[src/rtl/fetch_unit_if.sv]
// fetch_unit_if
// Bundles the two handshakes of the fetch stage:
//   - instruction memory read: imem_req/imem_addr out, imem_ready/imem_rdata in
//   - decode hand-off: instruction/instr_valid/pc/pc_plus4 out, instr_ready in
// Modports:
//   master - the fetch unit (drives requests and the held instruction)
//   slave  - memory plus decoder side (drives ready and read data)
interface fetch_unit_if;
  logic        imem_req;
  logic [31:0] imem_addr;
  logic        imem_ready;
  logic [31:0] imem_rdata;
  logic [31:0] instruction;
  logic        instr_valid;
  logic        instr_ready;
  logic [31:0] pc;
  logic [31:0] pc_plus4;

  modport master (
    output imem_req, imem_addr, instruction, instr_valid, pc, pc_plus4,
    input  imem_ready, imem_rdata, instr_ready
  );

  modport slave (
    input  imem_req, imem_addr, instruction, instr_valid, pc, pc_plus4,
    output imem_ready, imem_rdata, instr_ready
  );
endinterface

[src/rtl/fetch_unit.sv]
// fetch_unit
// Instruction-fetch stage. Owns the PC, issues one word read per instruction
// to instruction memory, holds the returned word for decode and computes the
// next PC from redirect information presented on the accept cycle.
// Ports:
//   clk, rst_n        - rising-edge clock, asynchronous active-low reset
//   bus (master)      - imem read handshake and decode valid/ready handshake
//   is_jump_reg       - register-target redirect, target = reg_target
//   is_jump           - J-type redirect, target = {pc_plus4[31:28], addr26, 00}
//   is_branch, branch_taken, imm16 - conditional branch, word offset from pc_plus4
//   instr_count       - number of instructions accepted since reset
module fetch_unit #(
  parameter logic [31:0] RESET_PC = 32'h0000_0000
) (
  input  logic          clk,
  input  logic          rst_n,
  fetch_unit_if.master  bus,
  input  logic          is_jump,
  input  logic          is_jump_reg,
  input  logic [31:0]   reg_target,
  input  logic          is_branch,
  input  logic          branch_taken,
  input  logic [25:0]   addr26,
  input  logic [15:0]   imm16,
  output logic [31:0]   instr_count
);

  typedef enum logic [1:0] {
    S_IDLE  = 2'd0,
    S_FETCH = 2'd1,
    S_VALID = 2'd2
  } state_t;

  state_t      state;
  logic        imem_req_q;
  logic        instr_valid_q;
  logic [31:0] pc_q;
  logic [31:0] pc_plus4;
  logic [31:0] instruction_q;
  logic [31:0] count_q;
  logic [31:0] branch_off;
  logic [31:0] next_pc;

  assign pc_plus4 = pc_q + 32'd4;

  // Redirect priority: register jump, then J-type, then taken branch.
  // NOTE: every always_comb output is assigned on every path so no latch
  // is inferred.
  always_comb begin
    branch_off = {{14{imm16[15]}}, imm16, 2'b00};
    next_pc    = pc_plus4;
    if (is_jump_reg)
      next_pc = {reg_target[31:2], 2'b00};
    else if (is_jump)
      next_pc = {pc_plus4[31:28], addr26, 2'b00};
    else if (is_branch && branch_taken)
      next_pc = pc_plus4 + branch_off;
  end

  // imem_req/instr_valid are registered alongside the state so they decode
  // from state only and are never high together. Ready inputs are only
  // looked at in the state that owns them, which makes stray ready pulses
  // and redirect inputs outside the accept cycle harmless.
  // NOTE: sequential state uses non-blocking assignments so every register
  // samples pre-edge values regardless of statement order.
  always_ff @(posedge clk or negedge rst_n) begin
    if (!rst_n) begin
      state         <= S_IDLE;
      imem_req_q    <= 1'b0;
      instr_valid_q <= 1'b0;
      pc_q          <= RESET_PC;
      instruction_q <= 32'h0000_0000;
      count_q       <= 32'h0000_0000;
    end else begin
      case (state)
        S_IDLE: begin
          state      <= S_FETCH;
          imem_req_q <= 1'b1;
        end
        S_FETCH: begin
          if (bus.imem_ready) begin
            state         <= S_VALID;
            imem_req_q    <= 1'b0;
            instr_valid_q <= 1'b1;
            instruction_q <= bus.imem_rdata;
          end
        end
        S_VALID: begin
          if (bus.instr_ready) begin
            state         <= S_FETCH;
            instr_valid_q <= 1'b0;
            imem_req_q    <= 1'b1;
            pc_q          <= next_pc;
            count_q       <= count_q + 32'd1;
          end
        end
        default: begin
          state         <= S_IDLE;
          imem_req_q    <= 1'b0;
          instr_valid_q <= 1'b0;
        end
      endcase
    end
  end

  assign bus.imem_req    = imem_req_q;
  assign bus.imem_addr   = pc_q;
  assign bus.instruction = instruction_q;
  assign bus.instr_valid = instr_valid_q;
  assign bus.pc          = pc_q;
  assign bus.pc_plus4    = pc_plus4;
  assign instr_count     = count_q;

endmodule

[src/flat_wrapper.sv]
// flat-port wrapper written by rule: the top's interface ports become plain ports
module fetch_unit_flat 
#(
  parameter logic [31:0] RESET_PC = 32'h0000_0000
)
  (clk, rst_n, is_jump, is_jump_reg, reg_target, is_branch, branch_taken, addr26, imm16, instr_count, bus_imem_req, bus_imem_addr, bus_instruction, bus_instr_valid, bus_pc, bus_pc_plus4, bus_imem_ready, bus_imem_rdata, bus_instr_ready);
  fetch_unit_if bus_i ();
  input  logic clk;
  input  logic rst_n;
  input  logic is_jump;
  input  logic is_jump_reg;
  input  logic [31:0] reg_target;
  input  logic is_branch;
  input  logic branch_taken;
  input  logic [25:0] addr26;
  input  logic [15:0] imm16;
  output logic [31:0] instr_count;
  output wire logic [$bits(bus_i.imem_req)-1:0] bus_imem_req;
  output wire logic [$bits(bus_i.imem_addr)-1:0] bus_imem_addr;
  output wire logic [$bits(bus_i.instruction)-1:0] bus_instruction;
  output wire logic [$bits(bus_i.instr_valid)-1:0] bus_instr_valid;
  output wire logic [$bits(bus_i.pc)-1:0] bus_pc;
  output wire logic [$bits(bus_i.pc_plus4)-1:0] bus_pc_plus4;
  input wire logic [$bits(bus_i.imem_ready)-1:0] bus_imem_ready;
  input wire logic [$bits(bus_i.imem_rdata)-1:0] bus_imem_rdata;
  input wire logic [$bits(bus_i.instr_ready)-1:0] bus_instr_ready;
  assign bus_imem_req = bus_i.imem_req;
  assign bus_imem_addr = bus_i.imem_addr;
  assign bus_instruction = bus_i.instruction;
  assign bus_instr_valid = bus_i.instr_valid;
  assign bus_pc = bus_i.pc;
  assign bus_pc_plus4 = bus_i.pc_plus4;
  assign bus_i.imem_ready = bus_imem_ready;
  assign bus_i.imem_rdata = bus_imem_rdata;
  assign bus_i.instr_ready = bus_instr_ready;
  fetch_unit #(.RESET_PC(RESET_PC)) u_core (.clk(clk), .rst_n(rst_n), .bus(bus_i), .is_jump(is_jump), .is_jump_reg(is_jump_reg), .reg_target(reg_target), .is_branch(is_branch), .branch_taken(branch_taken), .addr26(addr26), .imm16(imm16), .instr_count(instr_count));
endmodule
[config.mk]
export PLATFORM = sky130hd
export DESIGN_NAME = fetch_unit_flat
export DESIGN_NICKNAME = d
export VERILOG_FILES = /design/src/rtl/fetch_unit_if.sv /design/src/rtl/fetch_unit.sv /design/src/flat_wrapper.sv
export SDC_FILE = /design/constraint.sdc
export NUM_CORES = 1
export LEC_CHECK = 0
export ABC_AREA = 1
export BUFFER_PORTS_ARGS = -buffer_cell sky130_fd_sc_hd__buf_4
export CORE_MARGIN = 10
export CORE_UTILIZATION = 52
export CTS_CLUSTER_SIZE = 30
export DETAILED_ROUTE_END_ITERATION = 6
export GPL_ROUTABILITY_DRIVEN = 0
export GPL_TIMING_DRIVEN = 0
export PLACE_DENSITY = 0.81
export SLEW_MARGIN = 20
export SYNTH_ARGS = -nofsm -noshare
export SYNTH_HDL_FRONTEND = slang
export SYNTH_SLANG_ARGS = --single-unit
export TNS_END_PERCENT = 50
[constraint.sdc]
create_clock -name clk -period 3.45 [get_ports clk]
set_input_delay 0.1725 -clock clk [delete_from_list [all_inputs] [get_ports clk]]
set_output_delay 0.1725 -clock clk [all_outputs]
set_load 0.1 [all_outputs]
==> impl_metrics.tcl, run 1 <==
set metrics [dict create \
    rsz0062_at_grt "yes" \
    r2r.worst_path.cells 23 \
    hpwl_mm 26.8 \
    die_h_um 147 \
    synthToLayoutAreaGrowth_pct 36.7 \
    crit_type "flip-flop to flip-flop" \
    num_io_pins 276 \
    die_x_um 147 \
    fin_tns_setup_ns 0 \
    grt.overflow.total 0 \
    synth-async-reset-ratio_pct 100 \
    netlist_instances 1269 \
    grt_max_degree 98 \
    start_kind "flip-flop" \
    synthTopCellsByCount "nand2_1 (413), inv_1 (170), nor2_1 (124), dfrtp_1 (97), nand3_1 (79)" \
    hp-class "input pin to flip-flop" \
    yosysUniqueCellTypes 50 \
    drt_drc_violations_left 0 \
    critical_path.max_fanout 5 \
    fin_crit_ns 3.32 \
    max_freq_mhz 301 \
    slew_viol_final 0 \
    nNetsFinal 1722 \
    dp_slack_ns -0.411 \
    crit_family "simple AND/OR/NAND/NOR gates" \
    nFillCells 1297 \
    synth_area_leaders "dfrtp_1 (29%), nand2_1 (18%), inv_1 (7.6%)" \
    port_buffers 267 \
    grt_use_total_pct 28.6 \
    antenna_found_initial 0 \
    wire_per_inst_um 18.3 \
    slowest_delay_ns 0.48 \
    crit_buf_inv 4 \
    ys_seq_area_share_pct 28.8 \
    clock-skew-final_ns 0.0118 \
    synth_warnings 0 \
    synth-edff-count 0 \
    vias 9653 \
    viasPerCell 5.39 \
    arrival_ns 3.57 \
    start_util_pct 53.0 \
    worstHoldPathCells 2 \
    period_share_pct 96.3 \
    slew_headroom_pct 40.4 \
    drtPass1Iterations 5 \
    crit_path_end_kind "flip-flop" \
    row_count 46 \
    clock_sinks 97 \
    tightest_slew_ns 0.894 \
    post_synth.cell_area_avg_um2 6.64 \
    cp.required_ns 3.69 \
    path_cells "ha_4, nand3_4, nor2_2, inv_1, nor2_4, xnor2_2, clkinvlp_4, ha_4, nand2_1, inv_1, nand2_1, nand2_1, inv_1, nand2_2, nand2_1, nand2_2, nand2_1, nand2_1, nand2_1, nand3_1, nand3_1, nand2_1, nand2_1" \
    wirelength_mm 32.8 \
    drv_cap 0 \
    htree_num_levels 3 \
    ant_nets 0 \
    first_global_vias 9452 \
    multi_input_comb_area_mm2 0.00529 \
    fin_ws_ns 0.127 \
    dieArea_mm2 0.0217 \
    drt_iter0_drc 924 \
    synth_seq_cells 97 \
    slowest_stage "dfrtp_4" \
    syn_area_mm2 0.00842 \
    synth_most_common_cell "nand2_1" \
    r2r_start "u_core.bus.imem_addr[3]" \
    hold_viol 0 \
    drive_gt1_share_pct 31.7 \
    cts_tree "done" \
    final_util_pct 72.5 \
    regArea_mm2 0.00245 \
    grt_pass1_wl_mm 49.9 \
    cts_root_buf "clkbuf_16" \
    synth_top_area_share_pct 28.8 \
    clock_latency_ns 0.35 \
    core-area_mm2 0.0159 \
    status "finished clean" \
    crit_top_cell "nand2_1" \
    n_antenna_cell 0 \
    synth_top_area_cell "dfrtp_1" \
    setup_viol 0 \
    crit_start "u_core.bus.imem_addr[3]" \
    cp.depth 23 \
    clock_path_buffers 2 \
    clk_pin_slew_worst_paths_ns 0.07 \
    cts_buffers 9 \
    synthFlopType "dfrtp_1" \
    hp-start "bus_imem_ready" \
]
-- metal layers --
metal	vias up	GRT usage (%)	share of wire (%)
met5	-	0	0
met4	0	8.77	3.1
met3	86	8.94	11
met2	546	50.7	50
met1	4460	31.8	36
li1	4561	-	-
-- layout by cell type (no fill, tap or decap), types with 11 or more instances in the layout --
cell type / instances
clkbuf_1: 16
inv_1: 164
nand2_2: 11
ha_1: 31
mux2_2: 32
inv_2: 12
xor2_1: 31
o21ai_1: 15
nand4_1: 18
nor2_1: 108
o21ai_0: 26
dfrtp_2: 16
nor2_2: 20
nand2_1: 407
nand3_1: 75
buf_4: 319
dfrtp_1: 79
a21oi_1: 36
nor3_1: 14
-- kinds of logic after synthesis --
kind of cell	after synthesis	synth area share [%]
xor+xnor	45	4.68
buf+inv	241	12.4
other cells	1	0.0445
fa+ha+maj	38	5.73
compound gates	103	6.79
mux	32	4.28
simple gates	712	37.3
flops	97	28.8
-- area by class of cell --
| class | count | area share (%) |
|---|---|---|
| timing repair buffer | 285 | 18.6 |
| multi-input combinational | 936 | 46.0 |
| sequential | 97 | 21.3 |
| buffer | 60 | 3.15 |
| clock inverter | 7 | 0.619 |
| inverter | 181 | 6.04 |
| tap | 216 | 2.35 |
| clock buffer | 9 | 1.96 |
-- flip-flops by register name, indices dropped and copies added (netlist names) --
| name | flops |
|---|---|
| u_core.bus.instruction | 32 |
| u_core.instr_count | 32 |
| u_core.bus.imem_addr | 30 |
| u_core.state | 2 |
| u_core.bus.instr_valid | 1 |
-- stage by stage --
stage | hold slack (ns) | instance area [µm²] | std cells
global placement | 0.359 | 10900 | 1757
detailed placement | 0.327 | 10900 | 1757
global route | 0.0153 | 11500 | 1791
CTS | 0.00409 | 11300 | 1777
finish | 0.0120 | 11500 | 1791
floorplan | -0.123 | 8660 | 1274
-- path summary, 6_finish.rpt --
| path | end | slack (ns) |
|---|---|---|
| setup / recovery | u_core.bus.imem_addr[30] | 0.13 |
| max in group asynchronous | u_core.bus.imem_addr[3] | 2.24 |
| setup reg to reg | u_core.bus.imem_addr[30] | 0.13 |
| hold / removal | u_core.state[0] | 0.01 |
| min in group asynchronous | u_core.instr_count[31] | 0.49 |
| hold reg to reg | u_core.instr_count[31] | 0.48 |
-- repair_timing --
item                                   CTS  global route
pin swaps                                0             4
setup endpoints to repair               23            22
setup buffers                            3            14
hold buffers                             1             0
endpoints found under the hold margin   97             0
gates resized for setup                  7            34
Power of run 1 is not shown: default switching activity piles up to over one toggle a cycle in this logic, so the estimate is an artifact.
==> inputs of run 2 (changes only) <==
Settings changed: ABC_AREA 1 to default, CORE_UTILIZATION 52 to 50.
==> impl_metrics.tcl, run 2 <==
set metrics [dict create \
    status "finished with violations" \
    failed_checks "negative setup slack" \
    nNetsFinal 1257 \
    synth_xor_area_share_pct 10.1 \
    fin_crit_ns 3.48 \
    first_global_vias 7496 \
    drive_gt1_share_pct 45.7 \
    synth-async-reset-ratio_pct 100 \
    ys_seq_area_share_pct 34.6 \
    dieArea_mm2 0.0191 \
    synth_warnings 0 \
    synth_most_common_cell "dfrtp_1" \
    final_util_pct 77.9 \
    syn_area_mm2 0.00701 \
    htree_num_levels 3 \
    cts_root_buf "clkbuf_16" \
    grt_use_total_pct 27.1 \
    clk_pin_slew_worst_paths_ns 0.08 \
    arrival_ns 3.78 \
    ant_nets 0 \
    ff2ff_setup_slack_ns -0.03 \
    hp-class "input pin to flip-flop" \
    crit_buf_inv 3 \
    max_freq_mhz 287 \
    dp_slack_ns -0.438 \
    start_kind "flip-flop" \
    crit_family "simple AND/OR/NAND/NOR gates" \
    synth_area_leaders "dfrtp_1 (35%), xnor2_1 (6.6%), ha_1 (6.6%)" \
    path_cells "ha_4, inv_2, nor3_4, buf_6, nand4_1, xnor2_4, ha_4, buf_6, a21oi_4, o211ai_1, nand3_1, a32oi_1, o21ai_1, xor2_1, or4_1, nand3_1" \
    synthSimpleGateAreaFrac_pct 18.6 \
    post-place-cells 1242 \
    synth_fa_ha_area_share_pct 6.89 \
    core-area_mm2 0.0138 \
    drtPass1Iterations 7 \
    cp.required_ns 3.75 \
    slowest_stage "dfrtp_4" \
    setup_viol 1 \
    clock_path_buffers 2 \
    met3_usage_pct 7.19 \
    vias 7527 \
    fin_ws_ns -0.0307 \
    drt_iter0_drc 723 \
    slew_viol_final 0 \
    drt_drc_violations_left 0 \
    clock_latency_ns 0.36 \
    slew_headroom_pct 38.8 \
    port_buffers 267 \
    crit_path_end_kind "flip-flop" \
    rsz0062_at_grt "yes" \
    netlist_instances 790 \
    critical_path.max_fanout 8 \
    cts_tree "done" \
    drv_cap 0 \
    die_h_um 138 \
    num_io_pins 276 \
    use_met2_pct 45.7 \
    final_cell_mix "buf_4 (335), nand2_1 (88), dfrtp_1 (73)" \
    synth_top_family_by_area "simple AND/OR/NAND/NOR gates" \
    wire_per_inst_um 21.6 \
    hold_viol 0 \
    row_count 43 \
    wirelength_mm 27.9 \
    synthTopCellsByCount "dfrtp_1 (97), nand2_1 (90), a21oi_1 (56), nor2_1 (53), xnor2_1 (53)" \
    use_met1_pct 31.8 \
    post_synth.cell_area_avg_um2 8.87 \
    clock_sinks 97 \
    tightest_slew_ns 0.918 \
    yosysUniqueCellTypes 67 \
    slowest_delay_ns 0.44 \
    crit_type "flip-flop to flip-flop" \
    viasPerCell 5.83 \
    synth_top_area_cell "dfrtp_1" \
    grt-busiest-layer "met2" \
    grt.overflow.total 0 \
    synth_top_area_share_pct 34.6 \
    grt_pass1_wl_mm 42.1 \
    antenna_found_initial 0 \
    synth_seq_cells 97 \
    clock-skew-final_ns 0.0112 \
    start_util_pct 50.7 \
    synth-edff-count 0 \
    grt_max_degree 98 \
    cts_buffers 9 \
    period_share_pct 101 \
    instances_no_fill 1290 \
    n_antenna_cell 0 \
    fin_hold_ws_ns 0.0244 \
    synth-compound-area-share_pct 17.7 \
    die_x_um 138 \
    synthToLayoutAreaGrowth_pct 53.7 \
    hpwl_mm 20.9 \
    muxShareOfSynthArea_pct 5.29 \
    synthFlopType "dfrtp_1" \
    final_common_cell "buf_4" \
]
run 2: cell types whose count changed in the layout (fill, tap and decap cells not counted), sizes merged, moves of 11 or more:
cell   delta
inv     -155
buf      +15
nor2     -84
xor2     -11
nand3    -38
xnor2    +47
a21oi    +20
nand2   -328
and3     +20
run 2: kinds of logic after synthesis:
family / Yosys count
AND/OR/NAND/NOR: 267
AO/OA/AOI/OAI: 189
flip-flops: 97
buffers and inverters: 84
XOR/XNOR: 81
adder cells (fa/ha/maj): 38
multiplexers: 33
other: 1
run 2: final timing paths:
path,cells past startpoint,end,startpoint
min in group asynchronous,2,u_core.bus.imem_addr[24],rst_n
min reg2reg,1,u_core.instr_count[31],u_core.instr_count[31]
min,2,u_core.state[0],bus_imem_ready
max in group asynchronous,2,u_core.bus.imem_addr[3],rst_n
max reg2reg,16,u_core.bus.imem_addr[31],u_core.bus.imem_addr[3]
max,16,u_core.bus.imem_addr[31],u_core.bus.imem_addr[3]
run 2: area by class of cell:
cell class | count | area, µm²
clock buffer | 10 | 239
clock inverter | 6 | 76.3
multi-input combinational | 614 | 4960
buffer | 64 | 409
inverter | 16 | 60.1
sequential | 97 | 2490
tap | 180 | 225
timing repair buffer | 303 | 2310
fill | 974 | 3060
run 2: what timing repair did:
action                                 4_1_cts  5_1_grt
hold buffers                                 1        0
endpoints found under the hold margin       97        0
setup endpoints to repair                   13       17
gates resized for setup                     14       47
buffers inserted                            14       21
pin swaps                                   11       21
run 2: metrics by stage:
| stage | instance area, µm² | setup TNS, ns |
|---|---|---|
| floorplan | 7660 | -7.48 |
| global placement | 9890 | -1.42 |
| detailed placement | 9900 | -1.71 |
| CTS | 10400 | 0 |
| global route | 10800 | -0.532 |
| finish | 10800 | -0.0307 |
run 2: per-layer routing:
metal,up-vias,share of wire (%)
li1,3431,-
met1,3634,38
met2,401,50
met3,61,9.7
met4,0,3.1
met5,-,0
Power of run 2 is left out for the same reason.
==> inputs of run 3 (changes only) <==
Clock period 3.45 ns to 3.6 ns, I/O delays scaled along.
==> impl_metrics.tcl, run 3 (synthesis results as in run 2) <==
set metrics [dict create \
    status "finished with violations" \
    failed_checks "negative setup slack" \
    drt_drc_violations_left 0 \
    grt_max_degree 98 \
    grt_pass1_wl_mm 41.1 \
    synthToLayoutAreaGrowth_pct 49.9 \
    first_global_vias 7408 \
    nFillCells 1047 \
    crit_path_end_kind "flip-flop" \
    grt_use_total_pct 26.5 \
    max_freq_mhz 276 \
    instances_no_fill 1286 \
    final_util_pct 76.0 \
    antenna_found_initial 1 \
    die_h_um 138 \
    vias 7364 \
    cts_tree "done" \
    final_common_cell "buf_4" \
    arrival_ns 3.91 \
    wire_per_inst_um 21.1 \
    critical_path.max_fanout 8 \
    die_x_um 138 \
    grt.overflow.total 0 \
    wirelength_mm 27.2 \
    drv_cap 0 \
    clock_sinks 97 \
    nNetsFinal 1252 \
    ant_nets 0 \
    clock_latency_ns 0.36 \
    cts_buffers 9 \
    num_io_pins 276 \
    slew_viol_final 0 \
    ff2ff_setup_slack_ns -0.02 \
    fin_crit_ns 3.62 \
    tightest_slew_ns 0.929 \
    dieArea_mm2 0.0191 \
    clock-skew-final_ns 0.0122 \
    hold_viol 0 \
    slew_headroom_pct 38.1 \
    hpwl_mm 20.8 \
    clk_pin_slew_worst_paths_ns 0.08 \
    cts_root_buf "clkbuf_16" \
    hp-class "input pin to flip-flop" \
    crit_type "flip-flop to flip-flop" \
    core-area_mm2 0.0138 \
    drt_iter0_drc 490 \
    clock_path_buffers 2 \
    post-place-cells 1242 \
    cp.required_ns 3.89 \
    start_util_pct 50.7 \
    viasPerCell 5.73 \
    setup_viol 1 \
    htree_num_levels 3 \
    fin_ws_ns -0.0204 \
    drtPass1Iterations 6 \
    start_kind "flip-flop" \
    final_cell_mix "buf_4 (331), nand2_1 (89), dfrtp_1 (73)" \
    row_count 43 \
    drive_gt1_share_pct 43.2 \
    port_buffers 267 \
    period_share_pct 101 \
]
## run 3: worst max-delay path, cell delays in order, from the launching register on
cell and delay [ns]:
dfrtp_4 0.46, ha_4 0.17, inv_1 0.07, nor3_4 0.24, buf_6 0.17, nand4_1 0.21, xnor2_4 0.24, ha_4 0.29
buf_6 0.12, a21oi_1 0.07, o211ai_1 0.35, nand3_1 0.16, a32oi_1 0.20, o21ai_1 0.11, xor2_1 0.19, or4_1 0.41
nand3_1 0.09
## run 3: final timing paths
kind                                    startpoint                          to  cells after the start
max in group asynchronous                    rst_n     u_core.bus.imem_addr[7]                      2
min in group asynchronous                    rst_n      u_core.instr_count[15]                      2
hold reg to reg             u_core.instr_count[31]      u_core.instr_count[31]                      1
setup / recovery           u_core.bus.imem_addr[3]    u_core.bus.imem_addr[31]                     16
setup reg to reg           u_core.bus.imem_addr[3]    u_core.bus.imem_addr[31]                     16
hold / removal                  bus_imem_rdata[16]  u_core.bus.instruction[16]                      2
## run 3: per-layer routing
metal	vias up	global-route usage (%)	routed length (µm)
met2	372	43.5	13000
met1	3526	32.2	10700
li1	3414	-	-
met3	52	8.42	2750
met4	0	8.93	694
met5	-	0	0
## run 3: cell type report
type                            instances  area [µm²]  area share (%)
Clock inverter                          7        83.8           0.798
Buffer                                 65         417            3.97
Sequential cell                        97        2490            23.7
Timing Repair Buffer                  297        2250            21.4
Multi-Input combinational cell        614        4750            45.2
Inverter                               16        60.1           0.572
Clock buffer                            9         225            2.14
Tap cell                              180         225            2.14
Antenna cell                            1        2.50          0.0238
## run 3: per-stage QoR
step                      hold WS [ns]  TNS [ns]  setup WS [ns]  area, µm²
after detailed placement         0.347    -0.327         -0.308       9860
after global placement           0.401    -0.194         -0.194       9860
after floorplan                 -0.116     -4.09         -0.417       7630
after CTS                       0.0458         0        0.00702      10200
final                           0.0487   -0.0204        -0.0204      10500
after global routing            0.0436   -0.0408        -0.0303      10500
## run 3: repair_timing
item	4_1_cts	5_1_grt
endpoints found under the hold margin	97	0
hold buffers	1	0
endpoints found under the setup margin	2	16
resized for setup	7	17
pin swaps	6	10
setup buffers	5	24
Power of run 3 is left out for the same reason.
